### src/rtl/reg_cmd_sequencer_if.sv
// Command handshake bundle between an upstream issuer and reg_cmd_sequencer.
// cmd_valid/cmd_op/cmd_count/cmd_data come from the master; cmd_ready comes from the slave.
interface reg_cmd_sequencer_if #(
    parameter int DATA_WIDTH = 8,
    parameter int CNT_WIDTH  = 4
);
    logic                  cmd_valid;
    logic                  cmd_ready;
    logic [1:0]            cmd_op;
    logic [CNT_WIDTH-1:0]  cmd_count;
    logic [DATA_WIDTH-1:0] cmd_data;

    modport master (
        output cmd_valid,
        output cmd_op,
        output cmd_count,
        output cmd_data,
        input  cmd_ready
    );

    modport slave (
        input  cmd_valid,
        input  cmd_op,
        input  cmd_count,
        input  cmd_data,
        output cmd_ready
    );
endinterface

### src/rtl/reg_cmd_sequencer.sv
// Issues CLR/LOAD/INCRxN/DECRxN ops to the 3-bit-ctrl counting register, one op per handshake.
// Optional macro REG_CMD_SATURATE_EN stops INCR/DECR at the register's all-ones/zero limit.
module reg_cmd_sequencer #(
    parameter int DATA_WIDTH = 8,
    parameter int CNT_WIDTH  = 4
) (
    input  logic                  clk,
    input  logic                  rst,
    reg_cmd_sequencer_if.slave    cmd,
    output logic [2:0]            ctrl_o,
    output logic [DATA_WIDTH-1:0] data_input_o,
    input  logic [DATA_WIDTH-1:0] reg_value_i,
    output logic                  busy_o,
    output logic                  done_o,
    output logic [1:0]            state_o
);

    // Handshake: a command transfers on a rising edge where cmd_valid && cmd_ready;
    // cmd_ready is high only in IDLE, and cmd_* are ignored on any other edge.

    localparam logic [1:0] ST_IDLE  = 2'd0;
    localparam logic [1:0] ST_ISSUE = 2'd1;
    localparam logic [1:0] ST_DONE  = 2'd2;

    localparam logic [1:0] OP_CLR  = 2'd0;
    localparam logic [1:0] OP_LOAD = 2'd1;
    localparam logic [1:0] OP_INCR = 2'd2;
    localparam logic [1:0] OP_DECR = 2'd3;

    localparam logic [2:0] CTRL_NONE = 3'd0;
    localparam logic [2:0] CTRL_CLR  = 3'd1;
    localparam logic [2:0] CTRL_LOAD = 3'd2;
    localparam logic [2:0] CTRL_INCR = 3'd3;
    localparam logic [2:0] CTRL_DECR = 3'd4;

    logic [1:0]            state_q, state_d;
    logic [1:0]            op_q, op_d;
    logic [CNT_WIDTH-1:0]  remaining_q, remaining_d;
    logic [DATA_WIDTH-1:0] data_q, data_d;
    logic [2:0]            op_ctrl;
    logic                  sat_hit;

    always_comb begin
        op_ctrl = CTRL_NONE;
        case (op_q)
            OP_CLR:  op_ctrl = CTRL_CLR;
            OP_LOAD: op_ctrl = CTRL_LOAD;
            OP_INCR: op_ctrl = CTRL_INCR;
            OP_DECR: op_ctrl = CTRL_DECR;
            default: op_ctrl = CTRL_NONE;
        endcase
    end

`ifdef REG_CMD_SATURATE_EN
    // The register would wrap on this step, so the op ends here instead.
    assign sat_hit = ((op_q == OP_INCR) && (reg_value_i == {DATA_WIDTH{1'b1}})) ||
                     ((op_q == OP_DECR) && (reg_value_i == {DATA_WIDTH{1'b0}}));
`else
    logic unused_reg_value;
    assign unused_reg_value = ^reg_value_i;
    assign sat_hit          = 1'b0;
`endif

    always_comb begin
        state_d     = state_q;
        op_d        = op_q;
        remaining_d = remaining_q;
        data_d      = data_q;
        ctrl_o      = CTRL_NONE;

        case (state_q)
            ST_IDLE: begin
                if (cmd.cmd_valid) begin
                    op_d   = cmd.cmd_op;
                    data_d = cmd.cmd_data;
                    if ((cmd.cmd_op == OP_CLR) || (cmd.cmd_op == OP_LOAD)) begin
                        remaining_d = CNT_WIDTH'(1);
                        state_d     = ST_ISSUE;
                    end else if (cmd.cmd_count != '0) begin
                        remaining_d = cmd.cmd_count;
                        state_d     = ST_ISSUE;
                    end else begin
                        // Zero-length INCR/DECR completes without touching the register.
                        remaining_d = '0;
                        state_d     = ST_DONE;
                    end
                end
            end

            ST_ISSUE: begin
                ctrl_o      = op_ctrl;
                remaining_d = remaining_q - CNT_WIDTH'(1);
                if (remaining_q == CNT_WIDTH'(1)) begin
                    state_d = ST_DONE;
                end
                if (sat_hit) begin
                    ctrl_o      = CTRL_NONE;
                    remaining_d = '0;
                    state_d     = ST_DONE;
                end
            end

            ST_DONE: begin
                state_d = ST_IDLE;
            end

            default: begin
                state_d = ST_IDLE;
            end
        endcase
    end

    always_ff @(posedge clk or negedge rst) begin
        if (!rst) begin
            state_q     <= ST_IDLE;
            op_q        <= OP_CLR;
            remaining_q <= '0;
            data_q      <= '0;
        end else begin
            state_q     <= state_d;
            op_q        <= op_d;
            remaining_q <= remaining_d;
            data_q      <= data_d;
        end
    end

    assign cmd.cmd_ready = (state_q == ST_IDLE);
    assign busy_o        = (state_q != ST_IDLE);
    assign done_o        = (state_q == ST_DONE);
    assign data_input_o  = data_q;
    assign state_o       = state_q;

endmodule
### src/flat_wrapper.sv
// flat-port wrapper written by rule: the top's interface ports become plain ports
module reg_cmd_sequencer_flat 
#(
    parameter int DATA_WIDTH = 8,
    parameter int CNT_WIDTH  = 4
)
  (clk, rst, ctrl_o, data_input_o, reg_value_i, busy_o, done_o, state_o, cmd_cmd_valid, cmd_cmd_op, cmd_cmd_count, cmd_cmd_data, cmd_cmd_ready);
  reg_cmd_sequencer_if #(.DATA_WIDTH(DATA_WIDTH), .CNT_WIDTH(CNT_WIDTH)) cmd_i ();
  input  logic clk;
  input  logic rst;
  output logic [2:0] ctrl_o;
  output logic [DATA_WIDTH-1:0] data_input_o;
  input  logic [DATA_WIDTH-1:0] reg_value_i;
  output logic busy_o;
  output logic done_o;
  output logic [1:0] state_o;
  input wire logic [$bits(cmd_i.cmd_valid)-1:0] cmd_cmd_valid;
  input wire logic [$bits(cmd_i.cmd_op)-1:0] cmd_cmd_op;
  input wire logic [$bits(cmd_i.cmd_count)-1:0] cmd_cmd_count;
  input wire logic [$bits(cmd_i.cmd_data)-1:0] cmd_cmd_data;
  output wire logic [$bits(cmd_i.cmd_ready)-1:0] cmd_cmd_ready;
  assign cmd_i.cmd_valid = cmd_cmd_valid;
  assign cmd_i.cmd_op = cmd_cmd_op;
  assign cmd_i.cmd_count = cmd_cmd_count;
  assign cmd_i.cmd_data = cmd_cmd_data;
  assign cmd_cmd_ready = cmd_i.cmd_ready;
  reg_cmd_sequencer #(.DATA_WIDTH(DATA_WIDTH), .CNT_WIDTH(CNT_WIDTH)) u_core (.clk(clk), .rst(rst), .cmd(cmd_i), .ctrl_o(ctrl_o), .data_input_o(data_input_o), .reg_value_i(reg_value_i), .busy_o(busy_o), .done_o(done_o), .state_o(state_o));
endmodule
### config.mk
export PLATFORM = sky130hd
export DESIGN_NAME = reg_cmd_sequencer_flat
export DESIGN_NICKNAME = d
export VERILOG_FILES = /design/src/rtl/reg_cmd_sequencer_if.sv /design/src/rtl/reg_cmd_sequencer.sv /design/src/flat_wrapper.sv
export SDC_FILE = /design/constraint.sdc
export NUM_CORES = 1
export LEC_CHECK = 0
export ABC_AREA = 0
export CAP_MARGIN = 40
export CORE_MARGIN = 2
export CORE_UTILIZATION = 59
export DETAILED_ROUTE_END_ITERATION = 12
export DONT_BUFFER_PORTS = 1
export GPL_ROUTABILITY_DRIVEN = 1
export PLACE_DENSITY = 0.75
export SYNTH_ARGS = -nofsm -noshare
export SYNTH_HDL_FRONTEND = slang
export SYNTH_SLANG_ARGS = --single-unit
### constraint.sdc
create_clock -name clk -period 1.6 [get_ports clk]
set_input_delay 0.32 -clock clk [delete_from_list [all_inputs] [get_ports clk]]
set_output_delay 0.32 -clock clk [all_outputs]
set_load 0.01 [all_outputs]
### Yosys cells after proc, flatten, opt, wreduce, memory -nomap -nowiden

Cells that the tools add are included.
W data, S select, Z words.

| storage, ports and cells | value |
|---|---|
| output and inout port bits | 16 |
| bits of input ports | 25 |
| register bits after elaboration | 16 |

| cells by class | value |
|---|---|
| eq/ne operators | 9 |
| reductions and logical operators | 10 |
| add/subtract/negate cells | 1 |
| muxes and demuxes | 11 |

Operator list:

| cell | count |
|---|---|
| $mux W4 | 3 |
| $pmux W3 S4 | 1 |
| $mux W2 | 4 |
| $pmux W4 S2 | 1 |
| $eq A2 B1 Y1 const B | 3 |
| $eq A2 B2 Y1 const B | 3 |
| $logic_not A2 Y1 | 3 |
| $reduce_and A2 Y1 | 3 |
| $eq A4 B1 Y1 const B | 1 |
| $pmux W2 S2 | 1 |
| $reduce_bool A2 Y1 | 2 |
| $reduce_bool A4 Y1 | 1 |
| $sub A4 B1 Y4 const B | 1 |
| $mux W3 | 1 |
| $ne A2 B1 Y1 const B | 1 |
| $ne A2 B2 Y1 const B | 1 |
| $logic_or A1 B1 Y1 | 1 |

### Longest topological paths before layout

| depth | value |
|---|---|
| depth after elaboration | 5 |
| depth in mapped cells | 5 |
| depth with buffers taken out | 5 |

### Worst setup path after synthesis

OpenSTA, ideal clock, no wires.

| timing | value |
|---|---|
| kind | register -> register |
| start | register u_core.state_q[0], in the netlist u_core.state_o[0] |
| end | register u_core.remaining_q[1] |
| required time | 1,473 ps |
| arrival time | 1,165 ps |
| slack | 308 ps |
| path buffers | 1 |
| stages on the path, launching flop included | 5 |
| setup time | 127 ps |
| cell sequence | dfrtp_1 > or3b_4 > buf_6 > nand3_2 > o211ai_2 |

| on the way | value |
|---|---|
| word-level cells in the longest chain between the ends | 3 |
| elaborated cells between the ends (all ways) | 6 |

Ends and longest elaborated chain:

| item | line | text |
|---|---|---|
| start, declared | reg_cmd_sequencer.sv:36 | `logic [1:0] state_q, state_d;` |
| start signal, assigned | reg_cmd_sequencer.sv:120 | `state_q <= state_d;` |
| $eq A2 B1 Y1 or $logic_not A2 Y1 (tied branches) | reg_cmd_sequencer.sv:71 | `case (state_q)` |
| $reduce_bool A2 Y1 (no line) or $ne A2 B2 Y1 (tied branches) | n/a |  |
| $reduce_and A2 Y1 (no line) | n/a |  |
| end signal, assigned | reg_cmd_sequencer.sv:122 | `remaining_q <= remaining_d;` |
| end, declared | reg_cmd_sequencer.sv:38 | `logic [CNT_WIDTH-1:0] remaining_q, remaining_d;` |

Parallel ways exist; a longest one is shown, timed or not.
A chain may end at the register's enable or synchronous reset.

### Final worst setup path

| timing | value |
|---|---|
| start | register u_core.state_q[1], in the netlist u_core.state_o[1] |
| end | output ctrl_o[0] |

| on the way | value |
|---|---|
| word-level cells in the longest chain between the ends | 2 |

Ends and longest elaborated chain:

| item | line | text |
|---|---|---|
| $eq A2 B1 Y1 | reg_cmd_sequencer.sv:71 |  |
| $mux W3 | reg_cmd_sequencer.sv:71 |  |
| end, declared | flat_wrapper.sv:11 | `output logic [2:0] ctrl_o;` |

Every way passes these cells.

==> metrics <==
result of the run complete, no violations; maximum number of pins on one net before global-route repair 17; Least-Margin Pin Slew 684 ps; root buffer cell clkbuf_4; number of max-slew violations in the final report 0; Max clock buf depth 2; net switching power 0.782 mW; average wire per cell in the routed design about 15 um; via count of the first global-routing pass between 500 and 600; EDFF count, synth 0; Post-Route Utilization between 60 and 70%; nets between 100 and 150; area of the die between 0.0015 and 0.002 sq mm; unrepaired setup endpoints after global routing true; standard cell core area 0.00132 sq mm; Clk pin slew, worst setup/hold paths 90 ps; share of synthesized registers carrying an async set or reset 100%; latest clock arrival within the worst-skew pair 290 ps; reg2reg path depth 5; static leakage power 0.447 nW; clock network fraction of design power 12.0%; Gate Count Post-Synth 90; length of the first detailed-routing pass in iterations 4; library cells used by synthesis 27; maximum clock skew at final layout 5.37 ps; area leader, netlist dfrtp_1; worst slew margin relative to its limit 54.2%; ratio of total power to cell area ~2000 mW/mm^2; Final setup violation count 0; Die Ht roughly 42 um; area fraction of the dominant cell type after synthesis 47.8%; maximum level of the CTS H-tree 1; boundary pin count 41; count of standard-cell rows 13; Hold Crit Depth 2; DIE WIDTH roughly 42 um; Final Cell Area 898 sq um; min-delay worst type in -> reg; worst setup path category reg -> out; reported max-cap violation count 0; total inserted antenna cells 0; Post-Synthesis Net Count between 100 and 150; number of violations reported at the end of detailed-routing iteration 0 9; Hold Violations, Final 0; cell internal power dissipation 1.02 mW; Total Routing Usage GR 19.4%; cell with the largest stage delay on the worst path dfrtp_2; VDD IR-drop max 1.10 mV; critical path required time 1280 ps; CP Data Arrival Time 1250 ps; worst setup slack after layout around 34 ps; kind of launch point of the worst setup path register; maximum clock frequency 638 MHz; synth top area cells dfrtp_1 48%, nand2_1 12%, ha_1 7.5%; kind of end point of the critical path output pin; ys flop type dfrtp_1; Yosys warning total 0; grt ovf 0; post-synthesis instance area between 800 and 900 sq um; dpl hpwl 1.07 mm; FILL cells 99; sequential power share a little under half; initial standard-cell utilization of the core between 60% and 70%; synthesized area divided by synthesized cell count 9.31 sq um; minimum setup slack after placement around 210 ps; post-DR vias/cell 5.71; final worst-path cycle share 97.9%; Comb power frac a little over two fifths; maximum single-stage delay on the critical path approximately 490 ps; CTS Sinks 16; CTS tree built; Synth-to-Final Area Change 7.16%; first-pass GRT wire length 2.52 mm; routability cong. 0.746; residual DRC count 0; number of nets with antenna violations after detailed routing 0; maximum fanout count along the critical path 8; quantity of I/O buffers inserted on ports 0; number of buffers added by the clock tree synthesis step 3; antenna violations before repair 0; shortest period the worst path allows 1570 ps; switching fraction of total power between 40% and 50%; cell breakdown of the critical path nand2b_2, nor2_1; Vias 622; Seq/Total Area, Yosys 47.8%; post-synthesis sequential element count 16; instance area at placement 848 sq um; share of post-route cells with drive strength above 1 about 18%; total wirelength of the detailed-routed design about 1.6 mm
==> per-stage QoR <==
| stage | hold WS (ps) | TNS, ps | power [mW] | cells |
|---|---|---|---|---|
| 5_1_grt | 123 | -14.8 | 1.95 | 109 |
| 3_3_place_gp | 24.8 | 0 | 1.51 | 104 |
| 6_report | 126 | 0 | 1.80 | 109 |
| 4_1_cts | 132 | -26.7 | 1.76 | 108 |
| 3_5_place_dp | 24.8 | 0 | 1.54 | 104 |
| 2_1_floorplan | 24.4 | 0 | 1.41 | 90 |
==> flip-flops by register name, indices dropped and copies added, names as in the netlist <==
| signal | cells |
|---|---|
| u_core.state_o | 2 |
| u_core.remaining_q | 4 |
| u_core.op_q | 2 |
| u_core.data_input_o | 8 |
==> cells in the final DEF (no fill, tap or decap), types with 2 or more instances in the layout <==
cell type	instances
buf_4	2
nor2_1	5
o211ai_1	3
dfrtp_1	14
nand3_1	5
o21ai_0	2
inv_1	6
dfrtp_2	2
clkbuf_4	3
ha_1	5
nand2_1	27
==> cell families after synthesis <==
kind of cell / count (synthesis) / share of synthesized area [%]
buf+inv: 10 / 5.97
simple gates: 50 / 30.0
fa+ha+maj: 5 / 7.46
flops: 16 / 47.8
compound gates: 9 / 8.81
==> per-layer routing <==
metal	GRT usage (%)	up-vias	routed length, um	part of all wire (%)
met4	13.5	0	37	2.3
met3	4.78	5	95	6.0
met1	23.6	289	684	43
met2	30.0	21	766	48
met5	0	-	0	0
li1	-	307	-	-
==> repair_timing <==
action | in CTS | in global routing
setup buffers | 0 | 1
endpoints found under the setup margin | 4 | 4
resized for setup | 1 | 3
hold endpoints to repair | 16 | 0
hold buffers | 1 | 0
==> layout make-up <==
cell class / count / area, sq um / share of cell area [%]
clock buffer: 3 / 22.5 / 2.51
inverter: 7 / 26.3 / 2.92
multi-input combinational: 64 / 390 / 43.5
sequential: 16 / 403 / 44.8
tap: 15 / 18.8 / 2.09
timing repair buffer: 4 / 37.5 / 4.18
==> power groups by stage <==
| stage | logic [mW] | registers, mW | clock network (mW) |
|---|---|---|---|
| global route | 0.855 | 0.862 | 0.231 |
| finish | 0.750 | 0.832 | 0.215 |
| detailed placement | 0.704 | 0.836 | 0 |
| floorplan | 0.615 | 0.792 | 0 |
| CTS | 0.715 | 0.832 | 0.213 |
| global placement | 0.679 | 0.828 | 0 |
==> Yosys cell counts, types with 2 or more instances <==
| master | n |
|---|---|
| ha_1 | 5 |
| o21ai_0 | 2 |
| nand2_1 | 27 |
| nand2b_1 | 2 |
| nand3_1 | 5 |
| dfrtp_1 | 16 |
| o211ai_1 | 3 |
| inv_1 | 7 |
| nor2_1 | 5 |
==> path summary, 6_finish.rpt <==
| check | startpoint | slack [ps] | endpoint |
|---|---|---|---|
| setup reg to reg | u_core.remaining_q[1] | 220 | u_core.state_o[1] |
| min in group asynchronous | rst | 500 | u_core.remaining_q[3] |
| max in group asynchronous | rst | 620 | u_core.state_o[0] |
| hold / removal | cmd_cmd_data[4] | 130 | u_core.data_input_o[4] |
| setup / recovery | u_core.state_o[1] | 30 | ctrl_o[0] |
| hold reg to reg | u_core.remaining_q[3] | 530 | u_core.remaining_q[3] |
==> worst max-delay path: cells and delay by family, from the launching register on <==
family	cells	cell delay (ps)
flops	1	490
simple gates	2	460
(Power assumes the default switching activity.)
